--- config.mk ---
export PLATFORM = sky130hd
export DESIGN_NAME = stack_game_ctrl_flat
export DESIGN_NICKNAME = d
export VERILOG_FILES = /design/src/rtl/stack_game_ctrl_if.sv /design/src/rtl/stack_game_ctrl.sv /design/src/flat_wrapper.sv
export SDC_FILE = /design/constraint.sdc
export NUM_CORES = 1
export LEC_CHECK = 0
export BUFFER_PORTS_ARGS = -buffer_cell sky130_fd_sc_hd__buf_2
export CAP_MARGIN = 20
export CORE_MARGIN = 4
export CORE_UTILIZATION = 50
export DETAILED_ROUTE_END_ITERATION = 8
export PLACE_DENSITY = 0.71
export SLEW_MARGIN = 20
export SYNTH_ARGS = -nofsm -noshare
export SYNTH_HDL_FRONTEND = slang
export SYNTH_SLANG_ARGS = --single-unit
export TNS_END_PERCENT = 20
--- constraint.sdc ---
create_clock -name clk -period 2.8 [get_ports clk]
set_input_delay 0.28 -clock clk [delete_from_list [all_inputs] [get_ports clk]]
set_output_delay 0.28 -clock clk [all_outputs]
set_load 0.005 [all_outputs]
--- src/rtl/stack_game_ctrl_if.sv ---
// Signal bundle between the stacking-game sequencer and its surroundings:
// buttons and the shifter's current row come in, shifter control and
// display status go out.
interface stack_game_ctrl_if;
   logic       startBtn;
   logic       stopBtn;
   logic [7:0] curBlock;
   logic [7:0] blockLoc;
   logic       loadBlock;
   logic       shiftTick;
   logic [2:0] level;
   logic [7:0] stackRow;
   logic       gameOver;
   logic       gameWin;

   // Sequencer side
   modport master (
      input  startBtn, stopBtn, curBlock,
      output blockLoc, loadBlock, shiftTick, level, stackRow, gameOver, gameWin
   );

   // Buttons / shifter / display side
   modport slave (
      output startBtn, stopBtn, curBlock,
      input  blockLoc, loadBlock, shiftTick, level, stackRow, gameOver, gameWin
   );
endinterface

--- src/rtl/stack_game_ctrl.sv ---
// Stacking-game sequencer: loads the block shifter, paces it with shift
// ticks, captures and trims the moving row on each stop press, speeds up
// per cleared level and reports win or loss. All outputs are registered.
module stack_game_ctrl #(
   parameter logic [23:0] START_PERIOD = 24'd5_000_000,
   parameter logic [23:0] PERIOD_STEP  = 24'd500_000,
   parameter logic [23:0] MIN_PERIOD   = 24'd1_000_000,
   parameter logic [7:0]  INIT_BLOCK   = 8'b0011_1000,
   parameter int          ROWS         = 8
) (
   input logic                clk,
   input logic                rst,
   stack_game_ctrl_if.master  bus
);

   typedef enum logic [2:0] {
      S_IDLE,
      S_LOAD,
      S_RUN,
      S_CHECK,
      S_WIN,
      S_LOSE
   } state_e;

   localparam logic [2:0]  LAST_LEVEL = 3'(ROWS - 1);
   // Widened so MIN_PERIOD + PERIOD_STEP cannot wrap.
   localparam logic [24:0] DEC_FLOOR  = {1'b0, MIN_PERIOD} + {1'b0, PERIOD_STEP};

   state_e      state_q, state_d;
   logic        start_q, stop_q;
   logic [7:0]  block_loc_q, block_loc_d;
   logic        load_q, load_d;
   logic        tick_q, tick_d;
   logic [2:0]  level_q, level_d;
   logic [7:0]  stack_row_q, stack_row_d;
   logic [7:0]  cap_row_q, cap_row_d;
   logic [23:0] period_q, period_d;
   logic [23:0] tick_cnt_q, tick_cnt_d;

   logic        start_edge, stop_edge;
   logic [7:0]  overlap;
   logic [23:0] period_dec;

   assign start_edge = bus.startBtn & ~start_q;
   assign stop_edge  = bus.stopBtn  & ~stop_q;

   // Level 0 has nothing below it, so the whole captured row survives.
   assign overlap = (level_q == 3'd0) ? cap_row_q : (cap_row_q & stack_row_q);

   // Saturating period decrement; never drops below MIN_PERIOD.
   assign period_dec = ({1'b0, period_q} < DEC_FLOOR) ? MIN_PERIOD
                                                       : (period_q - PERIOD_STEP);

   // State and datapath registers, cleared by the asynchronous reset.
   always_ff @(posedge clk or posedge rst) begin
      if (rst) begin
         state_q     <= S_IDLE;
         start_q     <= 1'b0;
         stop_q      <= 1'b0;
         block_loc_q <= 8'd0;
         load_q      <= 1'b0;
         tick_q      <= 1'b0;
         level_q     <= 3'd0;
         stack_row_q <= 8'd0;
         cap_row_q   <= 8'd0;
         period_q    <= START_PERIOD;
         tick_cnt_q  <= 24'd0;
      end else begin
         // NOTE: non-blocking assignments so every register samples the
         // pre-edge values; blocking here would chain updates within a cycle.
         state_q     <= state_d;
         start_q     <= bus.startBtn;
         stop_q      <= bus.stopBtn;
         block_loc_q <= block_loc_d;
         load_q      <= load_d;
         tick_q      <= tick_d;
         level_q     <= level_d;
         stack_row_q <= stack_row_d;
         cap_row_q   <= cap_row_d;
         period_q    <= period_d;
         tick_cnt_q  <= tick_cnt_d;
      end
   end

   // Next-state and next-output logic for the game sequence.
   always_comb begin
      // NOTE: every target gets a default first, so no path can leave a
      // variable unassigned and infer a latch.
      state_d     = state_q;
      block_loc_d = block_loc_q;
      load_d      = 1'b0;
      tick_d      = 1'b0;
      level_d     = level_q;
      stack_row_d = stack_row_q;
      cap_row_d   = cap_row_q;
      period_d    = period_q;
      tick_cnt_d  = tick_cnt_q;

      unique case (state_q)
         S_IDLE: begin
            if (start_edge) begin
               state_d     = S_LOAD;
               block_loc_d = INIT_BLOCK;
               level_d     = 3'd0;
               stack_row_d = 8'd0;
               period_d    = START_PERIOD;
               tick_cnt_d  = 24'd0;
               load_d      = 1'b1;
            end
         end

         S_LOAD: begin
            // The load cycle itself is count 0, so the first tick lands
            // exactly one period after the load pulse.
            tick_cnt_d = 24'd1;
            state_d    = S_RUN;
         end

         S_RUN: begin
            if (stop_edge) begin
               // A stop wins over a coinciding tick: the row is frozen as seen.
               cap_row_d = bus.curBlock;
               state_d   = S_CHECK;
            end else if (tick_cnt_q == (period_q - 24'd1)) begin
               tick_cnt_d = 24'd0;
               tick_d     = 1'b1;
            end else begin
               tick_cnt_d = tick_cnt_q + 24'd1;
            end
         end

         S_CHECK: begin
            if (overlap == 8'd0) begin
               state_d = S_LOSE;
            end else begin
               stack_row_d = overlap;
               block_loc_d = overlap;
               period_d    = period_dec;
               if (level_q == LAST_LEVEL) begin
                  state_d = S_WIN;
               end else begin
                  level_d    = level_q + 3'd1;
                  state_d    = S_LOAD;
                  tick_cnt_d = 24'd0;
                  load_d     = 1'b1;
               end
            end
         end

         S_WIN, S_LOSE: begin
            if (start_edge) begin
               state_d = S_IDLE;
            end
         end

         default: state_d = S_IDLE;
      endcase
   end

   assign bus.blockLoc  = block_loc_q;
   assign bus.loadBlock = load_q;
   assign bus.shiftTick = tick_q;
   assign bus.level     = level_q;
   assign bus.stackRow  = stack_row_q;
   assign bus.gameOver  = (state_q == S_LOSE);
   assign bus.gameWin   = (state_q == S_WIN);

endmodule

--- src/flat_wrapper.sv ---
// flat-port wrapper written by rule: the top's interface ports become plain ports
module stack_game_ctrl_flat 
#(
   parameter logic [23:0] START_PERIOD = 24'd5_000_000,
   parameter logic [23:0] PERIOD_STEP  = 24'd500_000,
   parameter logic [23:0] MIN_PERIOD   = 24'd1_000_000,
   parameter logic [7:0]  INIT_BLOCK   = 8'b0011_1000,
   parameter int          ROWS         = 8
)
  (clk, rst, bus_startBtn, bus_stopBtn, bus_curBlock, bus_blockLoc, bus_loadBlock, bus_shiftTick, bus_level, bus_stackRow, bus_gameOver, bus_gameWin);
  stack_game_ctrl_if bus_i ();
  input logic clk;
  input logic rst;
  input wire logic [$bits(bus_i.startBtn)-1:0] bus_startBtn;
  input wire logic [$bits(bus_i.stopBtn)-1:0] bus_stopBtn;
  input wire logic [$bits(bus_i.curBlock)-1:0] bus_curBlock;
  output wire logic [$bits(bus_i.blockLoc)-1:0] bus_blockLoc;
  output wire logic [$bits(bus_i.loadBlock)-1:0] bus_loadBlock;
  output wire logic [$bits(bus_i.shiftTick)-1:0] bus_shiftTick;
  output wire logic [$bits(bus_i.level)-1:0] bus_level;
  output wire logic [$bits(bus_i.stackRow)-1:0] bus_stackRow;
  output wire logic [$bits(bus_i.gameOver)-1:0] bus_gameOver;
  output wire logic [$bits(bus_i.gameWin)-1:0] bus_gameWin;
  assign bus_i.startBtn = bus_startBtn;
  assign bus_i.stopBtn = bus_stopBtn;
  assign bus_i.curBlock = bus_curBlock;
  assign bus_blockLoc = bus_i.blockLoc;
  assign bus_loadBlock = bus_i.loadBlock;
  assign bus_shiftTick = bus_i.shiftTick;
  assign bus_level = bus_i.level;
  assign bus_stackRow = bus_i.stackRow;
  assign bus_gameOver = bus_i.gameOver;
  assign bus_gameWin = bus_i.gameWin;
  stack_game_ctrl #(.START_PERIOD(START_PERIOD), .PERIOD_STEP(PERIOD_STEP), .MIN_PERIOD(MIN_PERIOD), .INIT_BLOCK(INIT_BLOCK), .ROWS(ROWS)) u_core (.clk(clk), .rst(rst), .bus(bus_i));
endmodule
; Word level (Yosys, flattened, before mapping)
; Index checks and enable logic that the tools add are counted.
[classes]
addsub = 4
n_lt_le_gt_ge = 1
n_eq_ne = 13
mux = 32
n_bitwise = 5
n_reduce_logical = 11
[ops]
columns = operator, n
row1 = two-way mux 24 bit, 8
row2 = case mux 24 bit (4 select lines), 1
row3 = case mux 24 bit (2 select lines), 1
row4 = two-way mux 8 bit, 4
row5 = case mux 8 bit (2 select lines), 2
row6 = adder 24 x 1 -> 24 bit (second input constant), 1
row7 = == test 24 bit, 1
row8 = less-than comparator 24 x 21 -> 1 bit (second input constant), 1
row9 = subtractor 24 x 1 -> 24 bit (second input constant), 1
row10 = subtractor 24 x 19 -> 24 bit (second input constant), 1
row11 = two-way mux 3 bit, 7
row12 = case mux 3 bit (5 select lines), 1
row13 = == test 3 bit (second input constant), 3
row14 = AND 8 bit, 1
row15 = zero test 8 bit, 1
row16 = == test 3 x 2 -> 1 bit (second input constant), 2
row17 = zero test 3 bit, 2
row18 = two-way mux 1 bit, 6
row19 = != test 2 x 1 -> 1 bit (second input constant), 3
row20 = != test 2 bit (second input constant), 3
row21 = case mux 3 bit (2 select lines), 1
row22 = AND reduction 3 bit, 2
row23 = AND reduction 5 bit, 1
row24 = AND reduction 4 bit, 1
row25 = other kinds (9), 11
[word_totals]
ff_bits = 82
out_inout_bits = 23
elab_cells = 77

; Logic depth before layout (Yosys ltp)
[logic_depth]
depth_word = 5
ltp_mapped = 11
mapped_depth_nobuf = 10

; Worst setup path after synthesis
; Ideal clock, no wire load.
[synth_timing]
kind = reg2reg
start = reg u_core.period_q[5]
end = reg u_core.tick_cnt_q[15]
setup_time_ns = 0.121
arrival_ns = 2.798
required_time_ns = 2.679
slack_ns = -0.119
stages_incl_launch_ff = 12
synth_period_minus_slack_ns = 2.919
cell_sequence = dfrtp_1 inv_1 ha_1 or3b_4 or4_4 a2111oi_4 nor2_1 nor3_2 a31o_4 nor2_2 buf_2 a22o_1
[synth_via]
elab_chain_len = 5
[synth_rtl]
columns = item, line
row1 = start: declaration, stack_game_ctrl.sv:37  ; logic [23:0] period_q, period_d;
row2 = start signal: assignment, stack_game_ctrl.sv:80  ; period_q <= period_d;
row3 = subtractor 24 x 1 -> 24 bit, stack_game_ctrl.sv:124  ; end else if (tick_cnt_q == (period_q - 24'd1)) begin
row4 = == test 24 bit, stack_game_ctrl.sv:124
row5 = two-way mux 24 bit, stack_game_ctrl.sv:124
row6 = two-way mux 24 bit, stack_game_ctrl.sv:120  ; if (stop_edge) begin
row7 = case mux 24 bit (4 select lines), stack_game_ctrl.sv:99  ; unique case (state_q)
row8 = end signal: assignment, stack_game_ctrl.sv:81  ; tick_cnt_q <= tick_cnt_d;
row9 = end: declaration, stack_game_ctrl.sv:38  ; logic [23:0] tick_cnt_q, tick_cnt_d;
; No other way between the ends. The select of a mux whose other input is x is not followed.
; A chain may end at the register's enable or synchronous reset.

; Worst setup path after layout
[layout_timing]
start = reg u_core.period_q[5]
end = reg u_core.tick_cnt_q[22]
; The elaborated chain is that of the path after synthesis.

==> results <==
- The switching fraction of total power is 0.426.
- The checks that failed: negative setup slack.
- The normalized max-slew margin is 0.556.
- The per-cell routed wire length is 16.9 µm.
- The area of the multi-input gates is 2560 µm².
- Across the run, the number of max-cap violations was 0.
- For this run, the register share of the synthesized area comes to 0.399.
- In this run the remaining antenna-violating nets after routing total 0.
- The maximum fanout along the worst path is 13.
- The per-cell via count in the routed design is 6.08.
- In this run, the number of DRC markers left after iteration 0 of detailed routing was 284.
- The maximum vdd drop is 447 µV.
- The number of antenna violations at the first check in global routing is 0.
- The final critical-path required period is 2880 ps.
- The via count of the first global-routing pass is 4062.
- For the final database, setup skew stands at 10.8 ps.
- Dividing the synthesized area by the synthesized cell count gives 8.42 µm².
- Entering global routing, the biggest net connects 39 pins.
- The power per unit of standard cell area is 829 nW/µm².
- The path type of the worst setup path is reg2reg.
- The number of enable-type register cells in the synthesized netlist is 0.
- Of the total power, combinational logic draws 0.473.
- The clock sink total is 72.
- The net switching component of the power is 1.88 mW.
- The slew at the pin closest to its max-slew limit is 662 ps.
- The pre-antenna-repair detailed-routing pass consisted of 7 iterations.
- In this run, synthesis produced a sequential element count of 72.
- Wires add up to 11900 µm.
- Counting every instance in the synthesized netlist gives 539.
- The last weighted congestion value of the routability-driven placer is 0.888.
- The residual overflow from global routing is 0.
- Detailed placement finished with a half-perimeter wire length of 8530 µm.
- The later pin in the worst-skew pair is clocked with a latency of 350 ps.
- Synthesis produced a netlist with a net count of 556.
- The floorplan step defined a core boundary enclosing 8760 µm².
- In the finished design, the share of the clock period the worst path needs comes to 1.03.
- In this run the cell area measured after placement is 5070 µm².
- The area growth from synthesis to layout is 17.3%.
- The internal power is 2.53 mW.
- The smallest setup slack after layout is -83.9 ps.
- The buffer type at the clock tree root is sky130_fd_sc_hd__clkbuf_8.
- The synthesized netlist occupies a cell area of 4540 µm².
- 0 antenna diodes ended up in the layout.
- The vertical extent of the die is 103 µm.
- The most used flip-flop cell after synthesis is sky130_fd_sc_hd__dfrtp_1.
- After clock tree synthesis, the setup repair step added 0 buffers.
- The top-area cell type share of the netlist area is 0.353.
- Data arrives at the worst endpoint at 3130 ps.
- Setup repair after global routing could not meet its margin everywhere.
- After routing the design area is 5320 µm².
- For this run, design rule violations remaining after detail routing come to 0.
- The kind of end point of the critical path is a flop.
- The maximum number of buffers from clock root to sink is 2.
- The share of total power dissipated in the clock network is 0.170.
- The floorplan has 34 rows.
- The run finished, with violations left.
- The number of buffers created by CTS is 9.
- The worst hold path class is in2async.
- The count of final hold-check violations came to 0.
- For this run, the number of Yosys warnings is 0.
- The post-synthesis cell type with the largest combined area is sky130_fd_sc_hd__dfrtp_1.
- Ranked by total cell area, the synthesized netlist is headed by sky130_fd_sc_hd__dfrtp_1 (35%), sky130_fd_sc_hd__nand2_1 (5.5%), sky130_fd_sc_hd__dfstp_2 (4.6%), sky130_fd_sc_hd__a22o_1 (4.4%), sky130_fd_sc_hd__o21ai_0 (4.2%).
- The post-layout instance count excluding filler cells is 706.
- For this run, the total global-route usage over all layers was measured as 0.230.
- The achievable frequency is 347 MHz.
- In this run, placement finished with an instance count of 689.
- The data required time at the worst endpoint is 3040 ps.
- The share of total power dissipated in sequential elements is 0.357.
- The via total after detailed routing is 4292.
- The final net count is 610.
- For this design the static power due to leakage is 2.35 nW.
- The initial core utilization is 0.518.
- The H-tree level count is 3.
- During placement, the flow inserted port buffers numbering 34.
- The post-synthesis cell type count is 67.
- STA classifies the critical path startpoint as a flop.
- The number of ports placed on the die boundary is 35.
- After synthesis, the share of flip-flops with an asynchronous set or reset is 1.00.
- In the final layout, the share of cells above drive strength 1 is 0.217.
- The die is 103 µm wide.
- The final number of max-transition violations came to 0.
- The floorplan step defined a die boundary enclosing 10700 µm².
- The combined flip-flop and latch cell area is 1810 µm².
- The first global-routing pass estimated 19400 µm of wire.
- The clock tree from TritonCTS is yes.
- The quantity of hold-fixing buffers added after cts is 0.
- Clock-pin slew was measured on the worst setup and hold paths at 90 ps.
- The number of setup violations in the final report is 21.
- The filler cell count in the final layout is 793.
[through the flow]
step | worst slack, ps | util | hold WS, ps | setup TNS (ps) | total power [mW]
global route | -232 | 0.607 | 20.7 | -4120 | 4.74
CTS | -149 | 0.599 | 23.7 | -1990 | 4.33
global placement | -66.5 | 0.579 | 400 | -378 | 3.49
finish | -83.9 | 0.607 | 23.8 | -1260 | 4.41
detailed placement | -149 | 0.579 | 404 | -2040 | 3.57
floorplan | -3.20 | - | 311 | -25.0 | 2.87
[synthesized netlist by cell type (all sizes together), types with 6 or more instances]
cell / number
or4: 6
dfrtp: 64
nand2b: 12
a31oi: 10
or3: 6
nand2: 66
nand3: 12
a22o: 23
nor2b: 16
buf: 14
nor2: 47
a21oi: 31
inv: 13
nand4: 6
clkbuf: 27
nor3: 18
nor4: 11
dfstp: 8
xnor2: 11
o31ai: 6
xor2: 8
and3: 9
o21ai: 49
[state kept, by name, summed over array words and instances, names as in the netlist]
signal                count
u_core.bus.loadBlock      1
u_core.period_q          19
u_core.stop_q             1
u_core.state_q            3
u_core.bus.shiftTick      1
u_core.bus.blockLoc       4
u_core.bus.level          3
u_core.tick_cnt_q        24
u_core.cap_row_q          8
u_core.bus.stackRow       7
u_core.start_q            1
[critical path, stage by stage, from the launching register on]
cell and delay, ps:
sky130_fd_sc_hd__dfrtp_1 410, sky130_fd_sc_hd__inv_2 70, sky130_fd_sc_hd__ha_4 140, sky130_fd_sc_hd__or3b_4 410, sky130_fd_sc_hd__or4_4 500, sky130_fd_sc_hd__a2111oi_4 310, sky130_fd_sc_hd__nor2_1 90, sky130_fd_sc_hd__nor3_2 140
sky130_fd_sc_hd__a31o_4 230, sky130_fd_sc_hd__buf_12 150, sky130_fd_sc_hd__o21ai_1 80, sky130_fd_sc_hd__a22o_1 230
[worst paths after layout]
path	start	end	slack, ps	cells past startpoint
worst max-delay path	u_core.period_q[5]	u_core.tick_cnt_q[22]	-80	11
worst min-delay path	rst	u_core.state_q[2]	20	3
worst max register to register	u_core.period_q[5]	u_core.tick_cnt_q[22]	-80	11
worst min register to register	u_core.cap_row_q[3]	u_core.cap_row_q[3]	510	2
max in group asynchronous	rst	u_core.period_q[18]	2390	3
min in group clk	bus_startBtn	u_core.start_q	40	1
[cell families after synthesis]
family                   count (synthesis)  synth area share
AO/OA/AOI/OAI                          157             0.231
XOR/XNOR                                19            0.0367
adder cells (fa/ha/maj)                  5            0.0138
buffers and inverters                   54            0.0537
flip-flops                              72             0.399
multiplexers                             3           0.00662
AND/OR/NAND/NOR                        229             0.259
[layout make-up]
type,count,share of cell area
Clock buffer,10,0.0240
Clock inverter,6,0.00799
Inverter,13,0.00917
Multi-Input combinational cell,413,0.482
Sequential cell,72,0.340
Tap cell,108,0.0254
Timing Repair Buffer,84,0.111
[routing by layer]
| layer | share of wire | wire, µm | track usage | vias up |
|---|---|---|---|---|
| met5 | 0 | 0 | 0 | - |
| met4 | 0.014 | 165 | 0.0677 | 0 |
| met3 | 0.055 | 653 | 0.0389 | 17 |
| met2 | 0.47 | 5550 | 0.355 | 117 |
| met1 | 0.47 | 5540 | 0.333 | 2109 |
| li1 | - | - | - | 2049 |
[power by group through the flow]
| stage | clock network (mW) | registers, mW | logic [mW] |
|---|---|---|---|
| floorplan | 0 | 1.48 | 1.39 |
| global placement | 0 | 1.57 | 1.93 |
| detailed placement | 0 | 1.58 | 1.99 |
| CTS | 0.764 | 1.57 | 2.00 |
| global route | 0.808 | 1.62 | 2.31 |
| finish | 0.749 | 1.58 | 2.09 |
[repair_timing]
| action | in CTS | in global routing |
|---|---|---|
| resized for setup | 2 | 14 |
| hold endpoints to repair | 0 | 0 |
| endpoints found under the setup margin | 23 | 30 |
| gates cloned | 0 | 1 |
| pin swaps | 2 | 3 |
[cells in the final DEF (no fill, tap or decap), types with 4 or more instances in the layout]
| cell type | instances |
|---|---|
| sky130_fd_sc_hd__xnor2_1 | 11 |
| sky130_fd_sc_hd__ha_1 | 4 |
| sky130_fd_sc_hd__o31ai_1 | 6 |
| sky130_fd_sc_hd__buf_4 | 46 |
| sky130_fd_sc_hd__nand3b_1 | 4 |
| sky130_fd_sc_hd__buf_2 | 34 |
| sky130_fd_sc_hd__a31oi_1 | 10 |
| sky130_fd_sc_hd__a21o_1 | 5 |
| sky130_fd_sc_hd__o21ai_0 | 31 |
| sky130_fd_sc_hd__nand2_1 | 66 |
| sky130_fd_sc_hd__o21ai_1 | 18 |
| sky130_fd_sc_hd__or4_1 | 5 |
| sky130_fd_sc_hd__clkbuf_8 | 9 |
| sky130_fd_sc_hd__nor2b_1 | 16 |
| sky130_fd_sc_hd__nand4_1 | 6 |
| sky130_fd_sc_hd__xor2_1 | 8 |
| sky130_fd_sc_hd__nand2b_1 | 12 |
| sky130_fd_sc_hd__dfrtp_1 | 64 |
| sky130_fd_sc_hd__nand3_1 | 12 |
| sky130_fd_sc_hd__nor2_1 | 46 |
| sky130_fd_sc_hd__dfstp_2 | 8 |
| sky130_fd_sc_hd__inv_1 | 11 |
| sky130_fd_sc_hd__or3_1 | 6 |
| sky130_fd_sc_hd__nor3_1 | 15 |
| sky130_fd_sc_hd__a22o_1 | 23 |
| sky130_fd_sc_hd__nor4_1 | 7 |
| sky130_fd_sc_hd__and3_1 | 9 |
| sky130_fd_sc_hd__a21oi_1 | 30 |
(Power assumes the default switching activity.)
